### src/rtl/serial_sub_ctrl_pkg.sv
// rtl/serial_sub_ctrl_pkg.sv - shared state encodings and default width for serial_sub_ctrl
//
// Purpose: single home for the FSM encodings and the default operand width so
// the controller and anything that decodes its state agree on the values.
// Ports: none (package).
package serial_sub_ctrl_pkg;

  localparam int DEFAULT_WIDTH = 8;

  // 2'b11 is deliberately unused; the controller steers it back to idle.
  localparam logic [1:0] S_IDLE = 2'b00;
  localparam logic [1:0] S_RUN  = 2'b01;
  localparam logic [1:0] S_DONE = 2'b10;

endpackage

### src/rtl/fs_cell.sv
// rtl/fs_cell.sv - 1-bit full subtractor built from two half subtractors
//
// Purpose: combinational x - y - bin for one bit position.
// hs ports:      x, y (in)        -> d (difference), bo (borrow out)
// fs_cell ports: a, b, bin (in)   -> d (difference), bo (borrow out)
module hs (
  input  logic x,
  input  logic y,
  output logic d,
  output logic bo
);
  assign d  = x ^ y;
  assign bo = ~x & y;
endmodule

module fs_cell (
  input  logic a,
  input  logic b,
  input  logic bin,
  output logic d,
  output logic bo
);
  logic d1;
  logic bo1;
  logic bo2;

  hs u_hs0 (.x(a),  .y(b),   .d(d1), .bo(bo1));
  hs u_hs1 (.x(d1), .y(bin), .d(d),  .bo(bo2));

  // Second stage only borrows when a==b and a borrow is coming in.
  assign bo = bo1 | bo2;
endmodule

### src/rtl/serial_sub_ctrl.sv
// rtl/serial_sub_ctrl.sv - bit-serial WIDTH-bit subtractor with start/done handshake
//
// Purpose: accepts a and b when ready, runs one full-subtractor cell LSB-first
// for WIDTH clocks, then presents diff = (a-b) mod 2^WIDTH and borrow_out = (a<b)
// with a one-cycle done pulse.
// Ports:
//   clk, rst_n        clock, asynchronous active-low reset
//   start, a, b       request and operands, sampled only on the accepting edge
//   ready, busy, done state decodes (idle / running / result-valid pulse)
//   diff, borrow_out  registered result, held until the next run completes
module serial_sub_ctrl
  import serial_sub_ctrl_pkg::*;
#(
  parameter int WIDTH = DEFAULT_WIDTH
) (
  input  logic             clk,
  input  logic             rst_n,
  input  logic             start,
  input  logic [WIDTH-1:0] a,
  input  logic [WIDTH-1:0] b,
  output logic             ready,
  output logic             busy,
  output logic             done,
  output logic [WIDTH-1:0] diff,
  output logic             borrow_out
);

  localparam int CW = $clog2(WIDTH + 1);
  localparam logic [CW-1:0] LAST = CW'(WIDTH - 1);

  logic [1:0]       state;
  logic [WIDTH-1:0] a_sh;
  logic [WIDTH-1:0] b_sh;
  logic [WIDTH-1:0] r_sh;
  logic             brw;
  logic [CW-1:0]    cnt;

  logic             cell_d;
  logic             cell_bo;
  logic [WIDTH:0]   r_ext;
  logic [WIDTH-1:0] r_next;

  fs_cell u_cell (
    .a   (a_sh[0]),
    .b   (b_sh[0]),
    .bin (brw),
    .d   (cell_d),
    .bo  (cell_bo)
  );

  // New bit enters at the MSB; after WIDTH shifts the first bit sits at the LSB.
  // Going through a WIDTH+1 vector keeps the slice legal when WIDTH is 1.
  assign r_ext  = {cell_d, r_sh};
  assign r_next = r_ext[WIDTH:1];

  assign ready = (state == S_IDLE);
  assign busy  = (state == S_RUN);
  assign done  = (state == S_DONE);

  always_ff @(posedge clk or negedge rst_n) begin
    if (!rst_n) begin
      state      <= S_IDLE;
      a_sh       <= '0;
      b_sh       <= '0;
      r_sh       <= '0;
      brw        <= 1'b0;
      cnt        <= '0;
      diff       <= '0;
      borrow_out <= 1'b0;
    end else begin
      case (state)
        S_IDLE: begin
          if (start) begin
            a_sh  <= a;
            b_sh  <= b;
            brw   <= 1'b0;
            cnt   <= '0;
            state <= S_RUN;
          end
        end
        S_RUN: begin
          brw  <= cell_bo;
          a_sh <= a_sh >> 1;
          b_sh <= b_sh >> 1;
          r_sh <= r_next;
          cnt  <= cnt + CW'(1);
          if (cnt == LAST) begin
            diff       <= r_next;
            borrow_out <= cell_bo;
            state      <= S_DONE;
          end
        end
        S_DONE: begin
          state <= S_IDLE;
        end
        default: begin
          state <= S_IDLE;
        end
      endcase
    end
  end

endmodule

### config.mk
export PLATFORM = sky130hd
export DESIGN_NAME = serial_sub_ctrl
export DESIGN_NICKNAME = d
export VERILOG_FILES = /design/src/rtl/serial_sub_ctrl_pkg.sv /design/src/rtl/fs_cell.sv /design/src/rtl/serial_sub_ctrl.sv
export SDC_FILE = /design/constraint.sdc
export NUM_CORES = 1
export LEC_CHECK = 0
export BUFFER_PORTS_ARGS = -buffer_cell sky130_fd_sc_hd__buf_2
export CAP_MARGIN = 20
export CORE_UTILIZATION = 54
export CTS_BUF_LIST = sky130_fd_sc_hd__clkbuf_16
export DETAILED_ROUTE_END_ITERATION = 12
export GPL_TIMING_DRIVEN = 0
export PLACE_DENSITY = 0.77
export SETUP_SLACK_MARGIN = 0.05
export SLEW_MARGIN = 20
export SYNTH_ARGS = -nofsm -noshare
export SYNTH_HDL_FRONTEND = slang
export SYNTH_SLANG_ARGS = --single-unit
### constraint.sdc
create_clock -name clk -period 2.05 [get_ports clk]
set_input_delay 0.1025 -clock clk [delete_from_list [all_inputs] [get_ports clk]]
set_output_delay 0.1025 -clock clk [all_outputs]
set_load 0.03 [all_outputs]
### After elaboration in Yosys (flattened, before gate mapping)

Index checks and enable logic that the tools add are counted.

| storage, ports and cells | value |
|---|---|
| memories kept | 0 |
| bits in writable memories | 0 |
| output and inout port bits | 12 |
| word-level logic and storage cells | 37 |
| latch bits | 0 |
| input port bits | 19 |
| register bits after elaboration | 40 |
| bits in read-only memories | 0 |

| cells by class | value |
|---|---|
| $mul | 0 |
| bitwise logic cells | 7 |
| shift-type cells | 0 |
| divide/modulo/power cells | 0 |
| multiplexer cells | 11 |
| add/subtract/negate cells | 1 |
| equality and inequality tests | 5 |
| $lt $le $gt $ge | 0 |
| reduce and logical (&&, ||, !) cells | 5 |

Operators with widths:

| cell | count |
|---|---|
| $pmux W8 S2 | 2 |
| $mux W8 | 2 |
| $pmux W4 S2 | 1 |
| $reduce_and A2 Y1 | 3 |
| $add A4 B1 Y4 const B | 1 |
| $eq A4 B3 Y1 const B | 1 |
| $mux W2 | 2 |
| $mux W4 | 1 |
| $pmux W2 S2 | 1 |
| $and A1 B1 Y1 | 2 |
| $eq A2 B1 Y1 const B | 1 |
| $eq A2 B2 Y1 const B | 1 |
| $logic_not A2 Y1 | 1 |
| $ne A2 B1 Y1 const B | 1 |
| $ne A2 B2 Y1 const B | 1 |
| $not A1 Y1 | 2 |
| $pmux W1 S2 | 1 |
| $reduce_bool A2 Y1 | 1 |
| $xor A1 B1 Y1 | 2 |
| $mux W1 | 1 |
| $or A1 B1 Y1 | 1 |

### Depth between registers and ports, before layout

| logic depth | value |
|---|---|
| word-level depth | 5 |
| mapped depth | 5 |
| mapped depth without buffers | 4 |

### By module

Synthesis repeated with hierarchy kept, for this count alone.

| second synthesis, totals | value |
|---|---|
| cell total of the unflattened synthesis | 170 |
| area, all modules | 1752.9 µm² |

Modules (own cells, without submodules):

| module | seq. area each (µm²) | area each (µm²) | instances | cells an instance |
|---|---|---|---|---|
| serial_sub_ctrl | 975.9 | 1706.6 | 1 | 163 |
| hs | 0.0 | 20.0 | 2 | 3 |
| fs_cell | 0.0 | 6.3 | 1 | 1 |

### Least setup slack after synthesis

OpenSTA, ideal clock, no wires.

| timing path | value |
|---|---|
| path type | register -> output |
| from | reg state[1] |
| to | out done |
| cell stages (with the launch flop) | 4 |
| arrival | 1415 ps |
| data required time | 1947 ps |
| path buffers | 2 |
| setup slack | 532 ps |
| cell sequence | dfrtp_1 > clkbuf_1 > clkbuf_1 > nor2b_1 |

| on the way | value |
|---|---|
| cells in the longest elaborated chain, start to end | 1 |

Ends and longest elaborated chain:

| element | line | text |
|---|---|---|
| start: declaration | serial_sub_ctrl.sv:31 | `logic [1:0] state;` |
| start signal: assignment | serial_sub_ctrl.sv:62 | `state <= S_IDLE;` |
| start signal: assignment | serial_sub_ctrl.sv:78 | `state <= S_RUN;` |
| start signal: assignment | serial_sub_ctrl.sv:90 | `state <= S_DONE;` |
| $eq A2 B2 Y1 | serial_sub_ctrl.sv:58 | `assign done = (state == S_DONE);` |
| end: declaration | serial_sub_ctrl.sv:23 | `output logic done,` |

No other way between the ends.

### Final worst setup path

Same ends and word-level chain as after synthesis.

==> impl_summary.log <==
[metrics] status: finished, final reports clean
[metrics] fraction of final layout cells sized beyond drive strength 1: 0.250
[metrics] number of global-route vias before repair: 1347
[metrics] clock tree from TritonCTS: built
[metrics] Cell variety after synth: 24
[metrics] peak clock frequency supported by timing: 537 MHz
[metrics] post-DP HPWL: approximately 2500 um
[metrics] floorplan die width: 59.0 um
[metrics] element type at the critical path end: output pin
[metrics] worst clock skew: 4.22 ps
[metrics] Max IR drop VDD: 1.11 mV
[metrics] Starting DRT DRC Count: 63
[metrics] Data arrival, critical path: around 1800 ps
[metrics] post-synthesis average cell area: between 10 and 15 um^2
[metrics] maxcap violations: 0
[metrics] met3 Resource Use GR: 0.0830
[metrics] gate count of the mapped netlist: 169
[metrics] global route overflow: 0
[metrics] die area: 3480 um^2
[metrics] Die Span Y: 59.0 um
[metrics] Internal Power: 2.18 mW
[metrics] met1 capacity usage during global routing: 0.296
[metrics] end-of-flow core utilization: 0.694
[metrics] relative contribution of combinational cells to total power: 0.380
[metrics] setup TNS after final layout: 0 ps
[metrics] initial core utilization: 0.570
[metrics] power density over cell area: 1660 nW/um^2
[metrics] remaining max-slew budget at the tightest pin: 0.428
[metrics] number of inserted diodes: 0
[metrics] launch instance of the worst min-delay path: b[7]
[metrics] switching part of the total power: 0.383
[metrics] source of the critical timing path: state[1]$_DFFE_PN0P_
[metrics] Top-Level Pins: 31
[metrics] met2 track utilization from global routing: 0.399
[metrics] clock latency at the later pin of the worst-skew pair: about 280 ps
[metrics] cell at the slowest stage of the critical path: dfrtp_1
[metrics] # nets final: 228
[metrics] post-synthesis sequential area ratio: 0.556
[metrics] Critical path buffers and inverters: 3
[metrics] maximum number of pins on one net before global-route repair: 40
[metrics] total number of H-tree levels: 2
[metrics] gpl congestion: 0.782
[metrics] type of the worst setup path: flop to output pin
[metrics] Yosys Warn Count: 0
[metrics] area of the core: approximately 3100 um^2
[metrics] number of buffers inserted during clock tree synthesis: 5
[metrics] element type at the critical path start: flop
[metrics] Critical Path Fanout Max: 10
[metrics] Seq pwr share: 0.378
[metrics] DRT antenna net count: 0
[metrics] worst hold-check path type: input port to flop
[metrics] post-synthesis cell area: ~1800 um^2
[metrics] post-route minimum period: 1860 ps
[metrics] Post-CTS Setup Repair Bufs: 0
[metrics] overall track demand over capacity in global routing: 0.251
[metrics] launch point of the worst reg-to-reg path: cnt[0]$_DFFE_PN0P_
[metrics] average wire length per cell after detail routing: between 10 and 15 um
[metrics] Psw: 1.35 mW
[metrics] RSZ-0062 raised after global routing: false
[metrics] cell leakage power: 1.00 nW
[metrics] WL final: 3630 um
[metrics] number of nets produced by synthesis: 190
[metrics] flip-flop and latch count after synthesis: 39
[metrics] mean number of vias per cell: 5.51
[metrics] routed vias: 1389
[metrics] GRT busiest layer: met2
[metrics] critical path's top delay family: buffers and inverters
[metrics] CP cell instances: clkbuf_1 > clkbuf_2 > nor2b_1 > buf_2
[metrics] most frequent cells in the layout: dfrtp_1, buf_2, nand2_1
[metrics] number of buffers on the longest clock path: 2
[metrics] Clock Power Share: 0.242
[metrics] count of pins over their slew limit: 0
[metrics] count of buffers inserted at the top-level ports: 30
[metrics] layout overhead on the synthesized area: 21.7%
[metrics] Sinks on Clock Net: 39
[metrics] transition time at the pin with the least slew margin: about 860 ps
[metrics] number of standard-cell rows in the floorplan: 20
[metrics] final count of hold timing violations: 0
[metrics] CP peak stage delay: 420 ps
[metrics] Final period util: 0.909
[metrics] clock edge transition at the registers on the reported setup and hold paths: 60 ps
[metrics] clock tree root buffer cell: clkbuf_16
[metrics] most common cell after layout, fill and taps aside: dfrtp_1
[metrics] CP required: slightly below 2000 ps
[metrics] antenna violations before repair: 0
[metrics] Final setup viols: 0
[metrics] Pre-Repair DR Iteration Count: 4
[metrics] remaining routing DRC violations: 0
[metrics] wire length of the first global-routing pass: ~6200 um
==> synthesized netlist by cell type, drive strengths merged <==
cell type / n / area, um^2
o21ai: 18 / 90.1
buf: 2 / 12.5
nor2: 3 / 11.3
dfrtp: 39 / 976
nor3: 1 / 16.3
a2bb2oi: 1 / 8.76
inv: 4 / 15.0
a21oi: 16 / 80.1
mux2i: 1 / 10.0
fa: 1 / 20.0
mux2: 9 / 101
clkbuf: 8 / 31.3
nor2b: 17 / 106
ha: 1 / 12.5
nand2b: 1 / 13.8
o21bai: 1 / 7.51
a22o: 2 / 17.5
nand3: 2 / 10.0
a22oi: 14 / 105
o311ai: 1 / 8.76
nand2: 27 / 101
==> metrics by stage <==
step / setup slack [ps] / power [mW] / instances / hold slack [ps] / area (um^2)
after floorplan: 532 / 2.29 / 169 / -193 / 1760
after global placement: 450 / 2.62 / 243 / 243 / 1960
after detailed placement: 419 / 2.68 / 243 / 263 / 1960
after CTS: 89.9 / 3.57 / 252 / 96.7 / 2130
after global routing: 87.5 / 3.78 / 252 / 112 / 2140
final: 186 / 3.54 / 252 / 105 / 2140
==> sequential cells by signal (all words and copies together), names as in the netlist <==
signal,flops
b_sh,8
state,2
a_sh,8
brw,1
borrow_out,1
diff,8
r_sh,7
cnt,4
==> logic make-up (layout without fill, tap and decap cells) <==
kind of cell	count (synthesis)	after routing	share of synthesized area
AOI/OAI and AO/OA	53	53	0.181
adders and majority gates	2	2	0.0185
buffers and inverters	14	53	0.0335
DFF	39	39	0.556
muxes	10	10	0.0634
and+or+nand+nor	51	51	0.148
==> power groups by stage <==
stage / Clock (mW) / Combinational (mW) / Sequential [mW]
floorplan: 0 / 0.838 / 1.45
global placement: 0 / 1.30 / 1.32
detailed placement: 0 / 1.34 / 1.34
CTS: 0.877 / 1.36 / 1.34
global route: 0.907 / 1.49 / 1.38
finish: 0.855 / 1.34 / 1.34
==> final cells by class <==
class / count / area [um^2]
Clock inverter: 3 / 38.8
Fill cell: 253 / 942
Buffer: 10 / 45.0
Tap cell: 44 / 55.1
Timing Repair Buffer: 31 / 160
Inverter: 4 / 15.0
Sequential cell: 39 / 976
Multi-Input combinational cell: 116 / 721
Clock buffer: 5 / 125
==> timing repair <==
| item | CTS | global route |
|---|---|---|
| setup endpoints to repair | 0 | 1 |
| resized for setup | 0 | 2 |
| hold buffers | 1 | 0 |
| endpoints found under the hold margin | 39 | 0 |
==> path summary, 6_finish.rpt <==
kind	to	slack, ps	depth (start not counted)
min in group asynchronous	cnt[1]$_DFFE_PN0P_	470	2
min reg2reg	brw$_DFFE_PN0P_	480	2
max reg2reg	diff[3]$_DFFE_PN0P_	440	4
max in group asynchronous	cnt[0]$_DFFE_PN0P_	1030	2
max	done	190	4
min	b_sh[7]$_DFFE_PN0P_	110	3
==> worst reg2reg max path, delay by kind of cell, from the launching register on <==
family | cells | cell delay (ps)
DFF | 1 | 380
muxes | 1 | 400
and+or+nand+nor | 2 | 510
adders and majority gates | 1 | 210
==> routing by layer <==
layer	wire, um	up-vias
met5	0	-
met4	78	0
met3	155	8
met2	1820	36
met1	1570	678
li1	-	667
Power figures use the tool's default switching activity.
